--- config.mk ---
export PLATFORM = sky130hd
export DESIGN_NAME = time_set_ctrl
export DESIGN_NICKNAME = d
export VERILOG_FILES = /design/src/rtl/time_set_ctrl.sv
export SDC_FILE = /design/constraint.sdc
export NUM_CORES = 1
export LEC_CHECK = 0
export ABC_AREA = 1
export BUFFER_PORTS_ARGS = -buffer_cell sky130_fd_sc_hd__buf_2
export CAP_MARGIN = 25
export CORE_ASPECT_RATIO = 0.5
export CORE_MARGIN = 10
export CORE_UTILIZATION = 66
export DETAILED_ROUTE_END_ITERATION = 6
export PLACE_DENSITY = 0.95
export SLEW_MARGIN = 25
export SYNTH_ARGS = -nofsm -noshare
export SYNTH_HDL_FRONTEND = slang
export SYNTH_SLANG_ARGS = --single-unit
--- constraint.sdc ---
create_clock -name clk -period 4 [get_ports clk]
set_clock_uncertainty 0.15 [all_clocks]
set_input_delay 0.4 -clock clk [delete_from_list [all_inputs] [get_ports clk]]
set_output_delay 0.4 -clock clk [all_outputs]
set_load 0.1 [all_outputs]
--- src/rtl/time_set_ctrl.sv ---
// time_set_ctrl: push-button time-setting front end for the 12-hour clock.
// Debounces btn_mode/btn_up/btn_down, runs the RUN -> SET_HR -> SET_MIN ->
// COMMIT edit FSM, and returns the edited BCD time with load/hold/blank.
// Optional feature macro: AUTO_REPEAT_EN (held up/down auto-repeats steps).
module time_set_ctrl #(
    parameter int DEBOUNCE_CYCLES = 1000000,
    parameter int BLINK_CYCLES    = 25000000,
    parameter int REPEAT_DELAY    = 50000000,
    parameter int REPEAT_RATE     = 20000000
) (
    input  logic       clk,
    input  logic       rst,
    input  logic       btn_mode,
    input  logic       btn_up,
    input  logic       btn_down,
    input  logic [3:0] cur_bcd0,
    input  logic [3:0] cur_bcd1,
    input  logic [3:0] cur_bcd2,
    input  logic [3:0] cur_bcd3,
    output logic [3:0] set_bcd0,
    output logic [3:0] set_bcd1,
    output logic [3:0] set_bcd2,
    output logic [3:0] set_bcd3,
    output logic       load,
    output logic       hold,
    output logic [3:0] blank,
    output logic [1:0] mode
);

    localparam int DB_W = (DEBOUNCE_CYCLES > 1) ? $clog2(DEBOUNCE_CYCLES) : 1;
    localparam int BL_W = (BLINK_CYCLES > 1) ? $clog2(BLINK_CYCLES) : 1;

    typedef enum logic [1:0] {
        RUN     = 2'd0,
        SET_HR  = 2'd1,
        SET_MIN = 2'd2,
        COMMIT  = 2'd3
    } state_t;

    state_t state;

    // Button index: 0 = mode, 1 = up, 2 = down
    logic [2:0]      raw;
    logic [2:0]      sync1;
    logic [2:0]      sync2;
    logic [2:0]      deb;
    logic [2:0]      deb_q;
    logic [2:0]      press;
    logic [DB_W-1:0] db_cnt [3];

    // Edit registers: hr tens, hr ones, min tens, min ones
    logic [3:0] e_h1, e_h0, e_m1, e_m0;

    logic [BL_W-1:0] bl_cnt;
    logic            phase;

    logic rep_up;
    logic rep_dn;
    logic step_up;
    logic step_dn;
    logic editing;

    logic       hr_ok, min_ok;
    logic [3:0] cap_h1, cap_h0, cap_m1, cap_m0;
    logic [3:0] hu_h1, hu_h0, hd_h1, hd_h0;
    logic [3:0] mu_m1, mu_m0, md_m1, md_m0;

    assign raw   = {btn_down, btn_up, btn_mode};
    assign press = deb & ~deb_q;

    // Two-flop synchronizer plus stability counter per button
    always_ff @(posedge clk) begin
        if (rst) begin
            sync1 <= '0;
            sync2 <= '0;
            deb   <= '0;
            deb_q <= '0;
            for (int unsigned i = 0; i < 3; i++) db_cnt[i] <= '0;
        end else begin
            sync1 <= raw;
            sync2 <= sync1;
            deb_q <= deb;
            for (int unsigned i = 0; i < 3; i++) begin
                if (sync2[i] == deb[i]) begin
                    db_cnt[i] <= '0;
                end else if (db_cnt[i] == DB_W'(DEBOUNCE_CYCLES - 1)) begin
                    db_cnt[i] <= '0;
                    deb[i]    <= sync2[i];
                end else begin
                    db_cnt[i] <= db_cnt[i] + 1'b1;
                end
            end
        end
    end

    assign editing = (state == SET_HR) || (state == SET_MIN);

`ifdef AUTO_REPEAT_EN
    localparam int RP_MAX = (REPEAT_DELAY > REPEAT_RATE) ? REPEAT_DELAY : REPEAT_RATE;
    localparam int RP_W   = (RP_MAX > 1) ? $clog2(RP_MAX) : 1;

    logic [RP_W-1:0] rep_cnt;
    logic            rep_armed;
    logic            rep_held;
    logic            rep_fire;
    logic [RP_W-1:0] rep_limit;

    // Exactly one of up/down held while editing; a mode press ends the hold window
    assign rep_held  = editing && (deb[1] ^ deb[2]) && !press[0];
    assign rep_limit = rep_armed ? RP_W'(REPEAT_RATE - 1) : RP_W'(REPEAT_DELAY - 1);
    assign rep_fire  = rep_held && (rep_cnt == rep_limit);
    assign rep_up    = rep_fire & deb[1];
    assign rep_dn    = rep_fire & deb[2];

    // Auto-repeat timer: first step after REPEAT_DELAY, then every REPEAT_RATE
    always_ff @(posedge clk) begin
        if (rst || !rep_held) begin
            rep_cnt   <= '0;
            rep_armed <= 1'b0;
        end else if (rep_fire) begin
            rep_cnt   <= '0;
            rep_armed <= 1'b1;
        end else begin
            rep_cnt <= rep_cnt + 1'b1;
        end
    end
`else
    assign rep_up = 1'b0;
    assign rep_dn = 1'b0;

    // Repeat timing parameters only take effect with the feature built in
    if (REPEAT_DELAY < 1 || REPEAT_RATE < 1) begin : g_repeat_cfg_idle
    end
`endif

    // Step request decode: mode press wins, simultaneous up+down cancels
    always_comb begin
        step_up = 1'b0;
        step_dn = 1'b0;
        if (editing && !press[0]) begin
            if (press[1] && !press[2]) step_up = 1'b1;
            if (press[2] && !press[1]) step_dn = 1'b1;
            if (rep_up) step_up = 1'b1;
            if (rep_dn) step_dn = 1'b1;
        end
    end

    // Captured-time sanitising and next-digit arithmetic for both fields
    always_comb begin
        hr_ok  = ((cur_bcd3 == 4'd0) && (cur_bcd2 >= 4'd1) && (cur_bcd2 <= 4'd9)) ||
                 ((cur_bcd3 == 4'd1) && (cur_bcd2 <= 4'd2));
        min_ok = (cur_bcd1 <= 4'd5) && (cur_bcd0 <= 4'd9);
        cap_h1 = hr_ok  ? cur_bcd3 : 4'd1;
        cap_h0 = hr_ok  ? cur_bcd2 : 4'd2;
        cap_m1 = min_ok ? cur_bcd1 : 4'd0;
        cap_m0 = min_ok ? cur_bcd0 : 4'd0;

        hu_h1 = e_h1;
        hu_h0 = e_h0 + 4'd1;
        if (e_h1 == 4'd1 && e_h0 == 4'd2) begin
            hu_h1 = 4'd0;
            hu_h0 = 4'd1;
        end else if (e_h0 == 4'd9) begin
            hu_h1 = 4'd1;
            hu_h0 = 4'd0;
        end

        hd_h1 = e_h1;
        hd_h0 = e_h0 - 4'd1;
        if (e_h1 == 4'd0 && e_h0 == 4'd1) begin
            hd_h1 = 4'd1;
            hd_h0 = 4'd2;
        end else if (e_h0 == 4'd0) begin
            hd_h1 = 4'd0;
            hd_h0 = 4'd9;
        end

        mu_m1 = e_m1;
        mu_m0 = e_m0 + 4'd1;
        if (e_m0 == 4'd9) begin
            mu_m0 = 4'd0;
            mu_m1 = (e_m1 == 4'd5) ? 4'd0 : e_m1 + 4'd1;
        end

        md_m1 = e_m1;
        md_m0 = e_m0 - 4'd1;
        if (e_m0 == 4'd0) begin
            md_m0 = 4'd9;
            md_m1 = (e_m1 == 4'd0) ? 4'd5 : e_m1 - 4'd1;
        end
    end

    // Edit FSM with registered load/hold, edit registers and blink timer
    always_ff @(posedge clk) begin
        if (rst) begin
            state  <= RUN;
            load   <= 1'b0;
            hold   <= 1'b0;
            e_h1   <= 4'd1;
            e_h0   <= 4'd2;
            e_m1   <= 4'd0;
            e_m0   <= 4'd0;
            bl_cnt <= '0;
            phase  <= 1'b0;
        end else begin
            case (state)
                RUN: begin
                    load   <= 1'b0;
                    bl_cnt <= '0;
                    phase  <= 1'b0;
                    if (press[0]) begin
                        state <= SET_HR;
                        hold  <= 1'b1;
                        e_h1  <= cap_h1;
                        e_h0  <= cap_h0;
                        e_m1  <= cap_m1;
                        e_m0  <= cap_m0;
                    end
                end
                SET_HR, SET_MIN: begin
                    if (press[0]) begin
                        state  <= (state == SET_HR) ? SET_MIN : COMMIT;
                        load   <= (state == SET_MIN);
                        bl_cnt <= '0;
                        phase  <= 1'b0;
                    end else if (step_up || step_dn) begin
                        bl_cnt <= '0;
                        phase  <= 1'b0;
                        if (state == SET_HR) begin
                            e_h1 <= step_up ? hu_h1 : hd_h1;
                            e_h0 <= step_up ? hu_h0 : hd_h0;
                        end else begin
                            e_m1 <= step_up ? mu_m1 : md_m1;
                            e_m0 <= step_up ? mu_m0 : md_m0;
                        end
                    end else if (bl_cnt == BL_W'(BLINK_CYCLES - 1)) begin
                        bl_cnt <= '0;
                        phase  <= ~phase;
                    end else begin
                        bl_cnt <= bl_cnt + 1'b1;
                    end
                end
                COMMIT: begin
                    state  <= RUN;
                    load   <= 1'b0;
                    hold   <= 1'b0;
                    bl_cnt <= '0;
                    phase  <= 1'b0;
                end
                default: begin
                    state <= RUN;
                    load  <= 1'b0;
                    hold  <= 1'b0;
                end
            endcase
        end
    end

    // Blank mask: darken the field being edited during the blink-off phase
    always_comb begin
        blank = 4'b0000;
        if (state == SET_HR)  blank = {phase, phase, 2'b00};
        if (state == SET_MIN) blank = {2'b00, phase, phase};
    end

    assign mode     = state;
    assign set_bcd0 = e_m0;
    assign set_bcd1 = e_m1;
    assign set_bcd2 = e_h0;
    assign set_bcd3 = e_h1;

endmodule
# Word level (Yosys, flattened, before mapping)
# Memories as Yosys holds them, arrays and structs flattened.
# Cells that the tools add are included.
[op_classes]
order_cmp = 5
n_bitwise = 15
n_eq_ne = 28
n_shift = 0
n_reduce_logical = 34
muxes = 108
n_addsub = 10
n_div = 0
multipliers = 0
[ops]
columns = ["cell", "count"]
rows = [
  ["$mux 20", 9],
  ["$mux 4", 40],
  ["$mux 25", 3],
  ["$add 20x1->20 const B", 3],
  ["$eq 20x20->1 const B", 3],
  ["$pmux 25 s2", 1],
  ["$mux 1", 45],
  ["$pmux 4 s2", 4],
  ["$add 25x1->25 const B", 1],
  ["$eq 25x25->1 const B", 1],
  ["$logic_not 4->1", 5],
  ["$reduce_and 7->1", 2],
  ["$add 4x1->4 const B", 3],
  ["$eq 4x1->1 const B", 3],
  ["$ne 2x2->1 const B", 6],
  ["$ne 4x4->1 const B", 3],
  ["$sub 4x1->4 const B", 3],
  ["$reduce_and 2->1", 5],
  ["$reduce_and 5->1", 2],
  ["$logic_and 1x1->1", 9],
  ["$or 1x1->1", 9],
  ["$eq 4x4->1 const B", 2],
  ["$le 4x4->1 const B", 2],
  ["$ne 3x3->1 const B", 2],
  ["19 further kinds", 34],
]
[totals]
latch_bits = 0
n_memories = 1
out_inout_bits = 24
ram_bits = 60
ff_bits = 58
romBits = 0
[mem_list]
columns = ["memory", "words", "width", "read_ports", "rd_ports_with_merged_regs", "wr", "line", "rtl"]
rows = [
  ["db_cnt", 3, 20, 3, 0, 3, "49", "logic [DB_W-1:0] db_cnt [3];"],
]

# Longest topological paths before layout
# Gate-level depths: netlist of the first run.
[logic_depth]
word_depth = 11
depth_mapped = 13
mapped_depth_nobuf = 11

# Least setup slack after synthesis of the first run
# Ideal clock, no wire load.
[synth_timing]
path_type = "register to output"
from = "register state[0] (netlist: mode[0])"
to = "output blank[3]"
n_path_buf = 1
required_time_ns = 3.450
arrival_ns = 3.221
stages_incl_launch_ff = 5
path_slack_ns = 0.229
path_cell_list = "dfxtp_1 inv_1 ha_1 nor2_1 buf_4"
[synth_between]
elab_chain_len = 3
word_cells_on_any_way = 4
classes_between = "eq/ne (2); mux (2)"
[synth_rtl]
columns = ["item", "line", "rtl"]
rows = [
  ["start: declaration", "40", "state_t state;"],
  ["start signal: assignment", "222", "state <= (state == SET_HR) ? SET_MIN : COMMIT;"],
  ["$eq 2x1->1", "262", "if (state == SET_HR) blank = {phase, phase, 2'b00};"],
  ["$mux 4", "262", ""],
  ["$mux 4 *", "263", "if (state == SET_MIN) blank = {2'b00, phase, phase};"],
  ["end: declaration", "26", "output logic [3:0] blank,"],
]
# Mark *: on every way between the ends. The rest lies on a longest branch, timed or not.

# Worst setup path in the final report of the first run
[layout_timing]
from = "register state[0] (netlist: mode[0])"
to = "register e_h1[0] (netlist: set_bcd3[0])"
[layout_between]
elab_chain_len = 9
word_cells_on_any_way = 22
classes_between = "eq/ne (8); mux (7); reduce/logical (7)"
[layout_rtl]
columns = ["item", "line", "rtl"]
rows = [
  ["$eq 2x1->1 or $eq 2x2->1 (tied branches)", "96, 206, 229", ""],
  ["$logic_or 1x1->1", "96", "assign editing = (state == SET_HR) || (state == SET_MIN);"],
  ["$logic_and 1x1->1", "140", "if (editing && !press[0]) begin"],
  ["$mux 1", "140", ""],
  ["$mux 4", "230", "e_h1 <= step_up ? hu_h1 : hd_h1;"],
  ["$mux 4", "229", "if (state == SET_HR) begin"],
  ["$mux 4", "226", "end else if (step_up || step_dn) begin"],
  ["$mux 4", "221", "if (press[0]) begin"],
  ["$pmux 4 s2", "206", "case (state)"],
  ["end signal: assignment", "214", "e_h1 <= cap_h1;"],
  ["end signal: assignment", "230", ""],
  ["end: declaration", "52", "logic [3:0] e_h1, e_h0, e_m1, e_m0;"],
]
# Several ways; a longest one is shown, not always the timed one. The select of a mux whose other input is x is not followed.
# A chain may end at the register's enable or synchronous reset.

==> summary.txt, run 1 <==
Status
  • Outcome: complete, no violations

Yosys
  • Sequential-to-total area share from yosys stat: 41.9%
  • YS warnings: 0
  • Post-Syn Instances: 982
  • Seq cells post-synth: 118
  • Ys flop type: edfxtp_1
  • Async set-reset flop share out of synthesis: 0%
  • Post-Syn Area: 7060 µm²
  • Synth top area share: 25.5%
  • Area contributors post-synth: edfxtp_1 (26%), dfxtp_1 (16%), nand2_1 (13%)
  • Synth cell count leaders: nand2_1 (236), nor2_1 (163), inv_1 (122), nand3_1 (62), edfxtp_1 (60)
  • Mapped Avg Cell Area: 7.19 µm²
  • Post-synth EDFFs: 60
  • Yosys top cell by area: edfxtp_1
  • Most numerous cell in the Yosys netlist: nand2_1
  • Yosys cell types: 42

Drt
  • DR WL met3: 1.02 mm
  • Vias per cell: 5.52
  • Top Layer Used: met4
  • Routed WL: 16.9 mm
  • DR iter-0 viols: 645
  • Drc violations: 0
  • Via count: 6824
  • Routed WL per cell: 13.6 µm
  • First-pass DRT Iterations: 6
  • Post-route ant nets: 0
  • WL met1: 6.80 mm
  • WL met2: 8.48 mm

CTS
  • CTS Buf Count: 17
  • TritonCTS clock tree: yes
  • Clock Latency Late Sink: 0.42 ns
  • Setup repair bufs after CTS: 0
  • CTS Sinks: 118
  • CTS root buf: clkbuf_16
  • Clock slew at reported path FFs: 0.05 ns
  • Htree depth: 4
  • CTS Buffer Depth: 2
  • Number of gates resized after CTS: 0
  • Hold Buf Count CTS: 0

Worst hold path
  • Hold Path Class: primary input to flop
  • Hold Path Cell Cnt: 3

Critical path
  • Req. time, crit path: 4.12 ns
  • Arr. time, crit path: 2.97 ns
  • Reg2reg setup slack: 1.15 ns
  • Critical path class: flop to flop
  • Worst Setup Start Kind: flop
  • R2R depth: 11
  • Crit. End Element: flop
  • Crit path max fanout: 19

Cells and area
  • Proportion of layout cells with a drive suffix above 1: 10.9%
  • Fill cells: 695
  • End-of-flow core utilization: 78.5%
  • Finished Layout Cells: 1236
  • Layout Nets: 1114
  • Ant diodes: 0
  • Layout area overhead: 14.6%

Timing
  • Hold Slack: 0.0463 ns
  • Tightest Pin Transition: 0.715 ns
  • # setup viols final: 0
  • RSZ-0062 raised after global routing: no
  • Tcrit/Tclk final: 71.2%
  • Maximum clock frequency: 351 MHz
  • Slew HR: 52.2%
  • Max Slew Vio Count: 0
  • Final hold vios: 0
  • Final worst path period need: 2.85 ns
  • Final setup TNS: 0 ns

Power
  • VDD IR max: 0.000289 V
  • Pleak: 3.50 nW
  • Power after layout: 3.29 mW
  • Pwr Density: 406 nW/µm²

Floorplan
  • Die area: 15500 µm²
  • Starting Density: 68.5%
  • Die height: 93.2 µm
  • I/O pin total: 45
  • Die Wd: 166 µm
  • Total core area: 10300 µm²
  • Row count: 26

Placed design
  • Global placer's final weighted congestion: 0.985
  • Placed wire-length estimate: 11.7 mm
  • Port Buffer Count: 44
  • Placed Instances: 1205

Global routing
  • Initial antenna violation count: 0
  • First-pass GRT wire length: 28.3 mm
  • Grt total ovfl: 0
  • GR Util All Layers: 21.4%
  • Largest net degree at the start of global routing: 26
  • Vias in the first global route: 6442

Flow run
  • Max Cap Viol: 0
metrics by stage:
stage,worst slack (ns),cell area [µm²]
2_1_floorplan,0.229,7290
3_3_place_gp,1.38,7560
3_5_place_dp,1.23,7560
4_1_cts,1.20,8100
5_1_grt,0.924,8100
6_report,1.15,8100
flip-flops by register name, summed over array words and instances (netlist names):
| name | count |
|---|---|
| sync1 | 3 |
| set_bcd2 | 4 |
| mode | 2 |
| deb | 3 |
| bl_cnt | 25 |
| hold | 1 |
| set_bcd1 | 4 |
| load | 1 |
| set_bcd0 | 4 |
| sync2 | 3 |
| deb_q | 3 |
| db_cnt | 60 |
| phase | 1 |
| set_bcd3 | 4 |
power breakdown:
group	internal, mW	total, mW	switching [mW]	leakage [nW]
clock	0.894	1.41	0.513	0.268
combinational	0.117	0.492	0.375	2.14
sequential	1.32	1.39	0.0665	1.09
total	2.33	3.29	0.955	3.50
cells in the final DEF, fill, tap and decap left out, types with 6 or more instances in the layout:
| master | count |
|---|---|
| dfxtp_1 | 58 |
| clkbuf_16 | 17 |
| xor2_1 | 19 |
| o21ai_0 | 21 |
| ha_1 | 9 |
| clkbuf_1 | 6 |
| inv_1 | 122 |
| a21oi_1 | 55 |
| nand4_1 | 30 |
| nand2_1 | 236 |
| nor3_2 | 6 |
| or2_2 | 6 |
| nor3b_1 | 6 |
| nand3_1 | 62 |
| nand2_2 | 9 |
| nand3b_1 | 8 |
| buf_2 | 44 |
| xnor2_1 | 7 |
| edfxtp_1 | 60 |
| nor2_2 | 8 |
| nor2_1 | 163 |
| inv_2 | 6 |
| conb_1 | 60 |
| nor3_1 | 36 |
layer usage:
layer	vias up	track usage, %
met3	63	3.84
li1	3347	-
met1	3106	23.4
met4	0	11.6
met5	-	0
met2	308	39.3
logic make-up after synthesis:
group | count (synthesis) | share of synthesized area, %
other | 1 | 0.0531
DFF | 118 | 41.9
xor gates and xnor gates | 26 | 3.22
buffers and inverters | 148 | 8.52
adders and majority gates | 9 | 1.59
and+or+nand+nor | 593 | 38.1
AOI/OAI and AO/OA | 87 | 6.54
path summary, 6_finish.rpt:
kind / startpoint / endpoint
worst max-delay path: mode[0]$_SDFFE_PP0P_ / set_bcd3[0]$_SDFFE_PP1P_
worst min-delay path: btn_mode / sync1[0]$_SDFF_PP0_
worst max register to register: mode[0]$_SDFFE_PP0P_ / set_bcd3[0]$_SDFFE_PP1P_
worst min register to register: sync1[1]$_SDFF_PP0_ / sync2[1]$_SDFF_PP0_
layout make-up:
| type | instances | area, µm² | share of cell area [%] |
|---|---|---|---|
| multi-input combinational | 775 | 3720 | 45.9 |
| sequential | 118 | 2960 | 36.6 |
| clock buffer | 26 | 489 | 6.04 |
| inverter | 128 | 480 | 5.93 |
| timing repair buffer | 44 | 220 | 2.72 |
| tap | 140 | 175 | 2.16 |
| clock inverter | 5 | 50.0 | 0.618 |
worst max-delay path: stages, from the launching register on:
cell,delay (ns)
dfxtp_1,0.42
inv_1,0.10
ha_1,0.72
inv_2,0.23
a21oi_2,0.21
nand2_1,0.27
nand3_1,0.18
nand2_1,0.06
nor2_1,0.14
nand2_2,0.10
nand2_1,0.06
nand3_1,0.06
Power figures use the tool's default switching activity.
==> inputs of run 2 (changes only) <==
CORE_UTILIZATION = 61   (was 66)
PLACE_DENSITY = 0.9   (was 0.95)
clock period = 2.73 ns   (was 4 ns; I/O delays follow)
==> run 2 against run 1 <==
- critical path depth fell by 1
- the run now ends with design-rule violations left
- largest power group unchanged
- largest cell class unchanged
- register-to-register slack got worse by 0.82 ns
- cell count rose by 1.1%
- global-route usage fell by 0.33 points
==> summary.txt, run 2 (same netlist as run 1, synthesis figures left out) <==
Status
  • Failing checks: design-rule violations
  • Outcome: complete, but fails checks

Global routing
  • GR Util All Layers: 21.0%
  • Vias in the first global route: 6522
  • Initial antenna violation count: 0
  • Largest net degree at the start of global routing: 26
  • Grt total ovfl: 0
  • First-pass GRT wire length: 28.6 mm

Placed design
  • Placed Instances: 1214
  • Global placer's final weighted congestion: 0.907
  • Port Buffer Count: 44
  • Dpl cell area: 7600 µm²
  • Dpl ws: 0.438 ns
  • Placed wire-length estimate: 11.9 mm

Flow run
  • Max Cap Viol: 0

Power
  • Seq pwr share: 39.0%
  • Switching pwr: 1.47 mW
  • VDD IR max: 0.000420 V
  • Clock share of power: 46.8%
  • Pwr Density: 629 nW/µm²
  • Sw frac: 28.1%
  • Combinational share of power: 14.1%
  • Pleak: 3.57 nW
  • Internal Pwr Total: 3.75 mW
  • Power after layout: 5.22 mW

Timing
  • Final hold vios: 0
  • Tightest Pin Transition: 0.675 ns
  • Fin worst setup slack: 0.327 ns
  • RSZ-0062 raised after global routing: no
  • Final worst path period need: 2.40 ns
  • Final setup TNS: 0 ns
  • # setup viols final: 0
  • Hold Slack: 0.0496 ns
  • Tcrit/Tclk final: 88.0%
  • Slew HR: 54.9%
  • Max Slew Vio Count: 0
  • Maximum clock frequency: 416 MHz

CTS
  • CTS Sinks: 118
  • Htree depth: 4
  • CTS Buffer Depth: 2
  • Clock Latency Late Sink: 0.42 ns
  • Setup repair bufs after CTS: 0
  • Number of gates resized after CTS: 0
  • CTS root buf: clkbuf_16
  • CTS Buf Count: 17
  • Clock slew at reported path FFs: 0.05 ns
  • TritonCTS clock tree: yes

Drt
  • Routed WL per cell: 13.6 µm
  • First-pass DRT Iterations: 7
  • Post-route ant nets: 0
  • Routed WL: 17.0 mm
  • Vias per cell: 5.44
  • Drc violations: 9
  • Via count: 6803
  • DR iter-0 viols: 668

Critical path
  • Critical path's slowest cell: nor2_2
  • CP max stage delay: 0.49 ns
  • Crit. End Element: flop
  • Critical path class: flop to flop
  • Req. time, crit path: 2.92 ns
  • Worst Setup Start Kind: flop
  • Arr. time, crit path: 2.60 ns
  • Crit path max fanout: 12
  • Worst path cell trace: inv_1 > ha_1 > nand2_2 > nor2_2 > nor3_1 > nor2_2 > nand2_2 > nand2_1 > nand2_1 > nor2_1

Cells and area
  • Fill cells: 785
  • Finished Layout Cells: 1250
  • Max FFs per register: 60
  • Most frequent cells in the layout: nand2_1 (236), nor2_1 (162), inv_1 (122)
  • Most flops, register: db_cnt
  • Layout area overhead: 17.4%
  • Layout Nets: 1122
  • End-of-flow core utilization: 74.4%
  • Area occupied by multi-input gates: 3730 µm²
  • Proportion of layout cells with a drive suffix above 1: 11.8%
  • Ant diodes: 0
  • Final Instance Area: 8290 µm²
  • Most common cell after layout, fill and taps aside: nand2_1
  • Biggest regs: db_cnt x60, bl_cnt x25
  • FF/Latch Area: 2960 µm²

Floorplan
  • Die height: 96.1 µm
  • Starting Density: 63.4%
  • Row count: 27
  • Die area: 16500 µm²
  • Die Wd: 172 µm
  • Total core area: 11100 µm²
  • I/O pin total: 45

Worst hold path
  • Hold Path Class: primary input to flop
==> run 2: changes by cell type in the layout (fill, tap and decap cells not counted), sizes merged <==
cell and change:
dlygate4sd3 +4, bufinv +4, buf +4, clkinv +1
clkinvlp +4, clkbuf -8
==> run 2: critical path: cells and delay by family (launching register included) <==
family | cells | cell delay [ns]
buf+inv | 1 | 0.10
simple gates | 8 | 1.29
fa+ha+maj | 1 | 0.36
flops | 1 | 0.44
==> run 2: final timing paths <==
check	start	endpoint	slack [ns]	cells past startpoint
setup / recovery	mode[0]$_SDFFE_PP0P_	set_bcd1[2]$_SDFFE_PP0P_	0.33	10
hold / removal	cur_bcd0[3]	set_bcd0[3]$_SDFFE_PP0P_	0.05	5
setup reg to reg	mode[0]$_SDFFE_PP0P_	set_bcd1[2]$_SDFFE_PP0P_	0.33	10
hold reg to reg	sync1[0]$_SDFF_PP0_	sync2[0]$_SDFF_PP0_	0.27	2
==> run 2: metal layers <==
metal  wire length, µm  GRT usage [%]  share of wire [%]
met1              7030           24.0                 41
met2              8470           38.1                 50
met5                 0              0                  0
met3               982           4.45                5.8
met4               501           8.70                3.0
==> run 2: cell type report <==
| cell class | count | share of cell area, % |
|---|---|---|
| Clock inverter | 14 | 2.49 |
| Clock buffer | 18 | 5.30 |
| Tap cell | 145 | 2.19 |
| Timing Repair Buffer | 52 | 3.50 |
| Sequential cell | 118 | 35.8 |
| Inverter | 128 | 5.80 |
| Multi-Input combinational cell | 775 | 45.0 |
==> run 2: power by group through the flow <==
stage / combinational, mW / clock [mW] / sequential, mW
after floorplan: 0.374 / 0 / 2.26
after global placement: 0.692 / 0 / 2.06
after detailed placement: 0.709 / 0 / 2.07
after CTS: 0.726 / 2.46 / 2.03
after global routing: 0.806 / 2.53 / 2.05
final: 0.737 / 2.44 / 2.04
==> run 2: timing repair <==
| action | CTS | global route |
|---|---|---|
| endpoints found under the setup margin | 0 | 0 |
| hold endpoints to repair | 4 | 0 |
| hold buffers | 4 | 0 |
==> inputs of run 3 (changes only) <==
CTS_BUF_LIST = sky130_fd_sc_hd__clkbuf_16   (was not set)
SKIP_CTS_REPAIR_TIMING = 1   (was not set)
==> run 3 against run 2 <==
- the flow now finishes without violations
- register-to-register slack about the same
- die area stayed put
- sequential share of layout area rose by 0.087 points
- count of clock-buffer cells in the layout down 1
- hold slack worse by 0.044 ns
- cell count about the same
- clock power barely moved
- global-route usage down 0.14 points
- sequential cell count unchanged
- first-iteration DRC count is 2.8% higher
- fmax barely moved
- core utilization decreased by 0.18 points
- highest routed layer unchanged
==> summary.txt, run 3 (same netlist as run 1, synthesis figures left out) <==
Status
  • Outcome: complete, no violations

Worst hold path
  • Hold Path Cell Cnt: 3
  • Hold Path Class: primary input to flop

Placed design
  • Placed wire-length estimate: 11.9 mm
  • Global placer's final weighted congestion: 0.907
  • Port Buffer Count: 44
  • Dpl cell area: 7600 µm²

Global routing
  • Vias in the first global route: 6511
  • Grt total ovfl: 0
  • Initial antenna violation count: 0
  • Largest net degree at the start of global routing: 26
  • GR Util All Layers: 20.9%
  • First-pass GRT wire length: 28.5 mm

Drt
  • Routed WL: 16.9 mm
  • Post-route ant nets: 0
  • Via count: 6751
  • DR iter-0 viols: 687
  • First-pass DRT Iterations: 7
  • Drc violations: 0
  • Routed WL per cell: 13.6 µm
  • Vias per cell: 5.41

CTS
  • Clock Latency Late Sink: 0.42 ns
  • CTS Buf Count: 17
  • TritonCTS clock tree: yes
  • CTS Sinks: 118
  • Clock slew at reported path FFs: 0.05 ns
  • CTS Buffer Depth: 2
  • CTS root buf: clkbuf_16
  • Htree depth: 4

Cells and area
  • Final Instance Area: 8270 µm²
  • Max FFs per register: 60
  • Most frequent cells in the layout: nand2_1 (236), nor2_1 (162), inv_1 (122)
  • Ant diodes: 0
  • End-of-flow core utilization: 74.2%
  • Most common cell after layout, fill and taps aside: nand2_1
  • Most flops, register: db_cnt
  • Fill cells: 793
  • Layout Nets: 1121
  • Area occupied by multi-input gates: 3730 µm²
  • Biggest regs: db_cnt x60, bl_cnt x25
  • FF/Latch Area: 2960 µm²
  • Layout area overhead: 17.1%
  • Proportion of layout cells with a drive suffix above 1: 11.7%

Critical path
  • R2R depth: 10
  • CP max stage delay: 0.49 ns
  • Crit path max fanout: 12
  • Worst path cell trace: inv_1 > ha_1 > nand2_2 > nor2_2 > nor3_1 > nor2_2 > nand2_2 > nand2_1 > nand2_1 > nor2_1
  • Crit. End Element: flop
  • Critical path's slowest cell: nor2_2
  • Arr. time, crit path: 2.60 ns
  • Critical path class: flop to flop
  • Req. time, crit path: 2.92 ns
  • Worst Setup Start Kind: flop

Timing
  • Tcrit/Tclk final: 88.0%
  • Final worst path period need: 2.40 ns
  • Final hold vios: 0
  • Maximum clock frequency: 416 MHz
  • # setup viols final: 0
  • RSZ-0062 raised after global routing: no
  • Tightest Pin Transition: 0.694 ns
  • Hold Slack: 0.00558 ns
  • Final setup TNS: 0 ns
  • Max Slew Vio Count: 0
  • Slew HR: 53.6%

Power
  • Internal Pwr Total: 3.72 mW
  • VDD IR max: 0.000421 V
  • Sw frac: 28.3%
  • Switching pwr: 1.47 mW
  • Clock share of power: 46.6%
  • Combinational share of power: 14.1%
  • Seq pwr share: 39.3%
  • Pleak: 3.56 nW
  • Pwr Density: 627 nW/µm²

Floorplan
  • Die Wd: 172 µm
  • I/O pin total: 45
  • Die height: 96.1 µm
  • Row count: 27
  • Die area: 16500 µm²
  • Starting Density: 63.4%
  • Total core area: 11100 µm²

Flow run
  • Max Cap Viol: 0
-- run 3: metal layers --
layer  track usage, %  up-vias  share of wire (%)
li1                 -     3345                  -
met1             23.8     3098                 42
met2             37.8      258                 50
met3             4.45       50                5.4
met4             8.98        0                2.7
met5                0        -                  0
-- run 3: area by class of cell --
class	count	area share [%]
sequential	118	35.8
multi-input combinational	775	45.1
tap	145	2.19
clock inverter	15	2.54
timing repair buffer	51	3.39
inverter	128	5.81
clock buffer	17	5.14
-- run 3: power groups by stage --
stage	Sequential [mW]	Clock [mW]	Combinational [mW]
6_report	2.04	2.42	0.734
5_1_grt	2.05	2.50	0.805
4_1_cts	2.03	2.43	0.722
3_5_place_dp	2.07	0	0.709
3_3_place_gp	2.06	0	0.692
2_1_floorplan	2.26	0	0.374
-- run 3: path summary, 6_finish.rpt --
check                                   to  slack (ns)                 start
setup / recovery  set_bcd1[2]$_SDFFE_PP0P_        0.33  mode[0]$_SDFFE_PP0P_
hold / removal    set_bcd2[1]$_SDFFE_PP1P_       0.006           cur_bcd2[1]
setup reg to reg  set_bcd1[2]$_SDFFE_PP0P_        0.33  mode[0]$_SDFFE_PP0P_
hold reg to reg        sync2[0]$_SDFF_PP0_        0.27   sync1[0]$_SDFF_PP0_
-- run 3: worst max-delay path: cells and delay by family, from the launching register on --
family,cells,cell delay [ns]
fa+ha+maj,1,0.36
flops,1,0.43
simple gates,8,1.29
buf+inv,1,0.10
-- run 3: through the flow --
stage | power, mW | worst slack (ns) | instances
after floorplan | 2.63 | -0.0640 | 1041
after global placement | 2.76 | 0.550 | 1214
after detailed placement | 2.78 | 0.438 | 1214
after CTS | 5.18 | 0.383 | 1246
after global routing | 5.36 | 0.124 | 1249
final | 5.19 | 0.328 | 1249
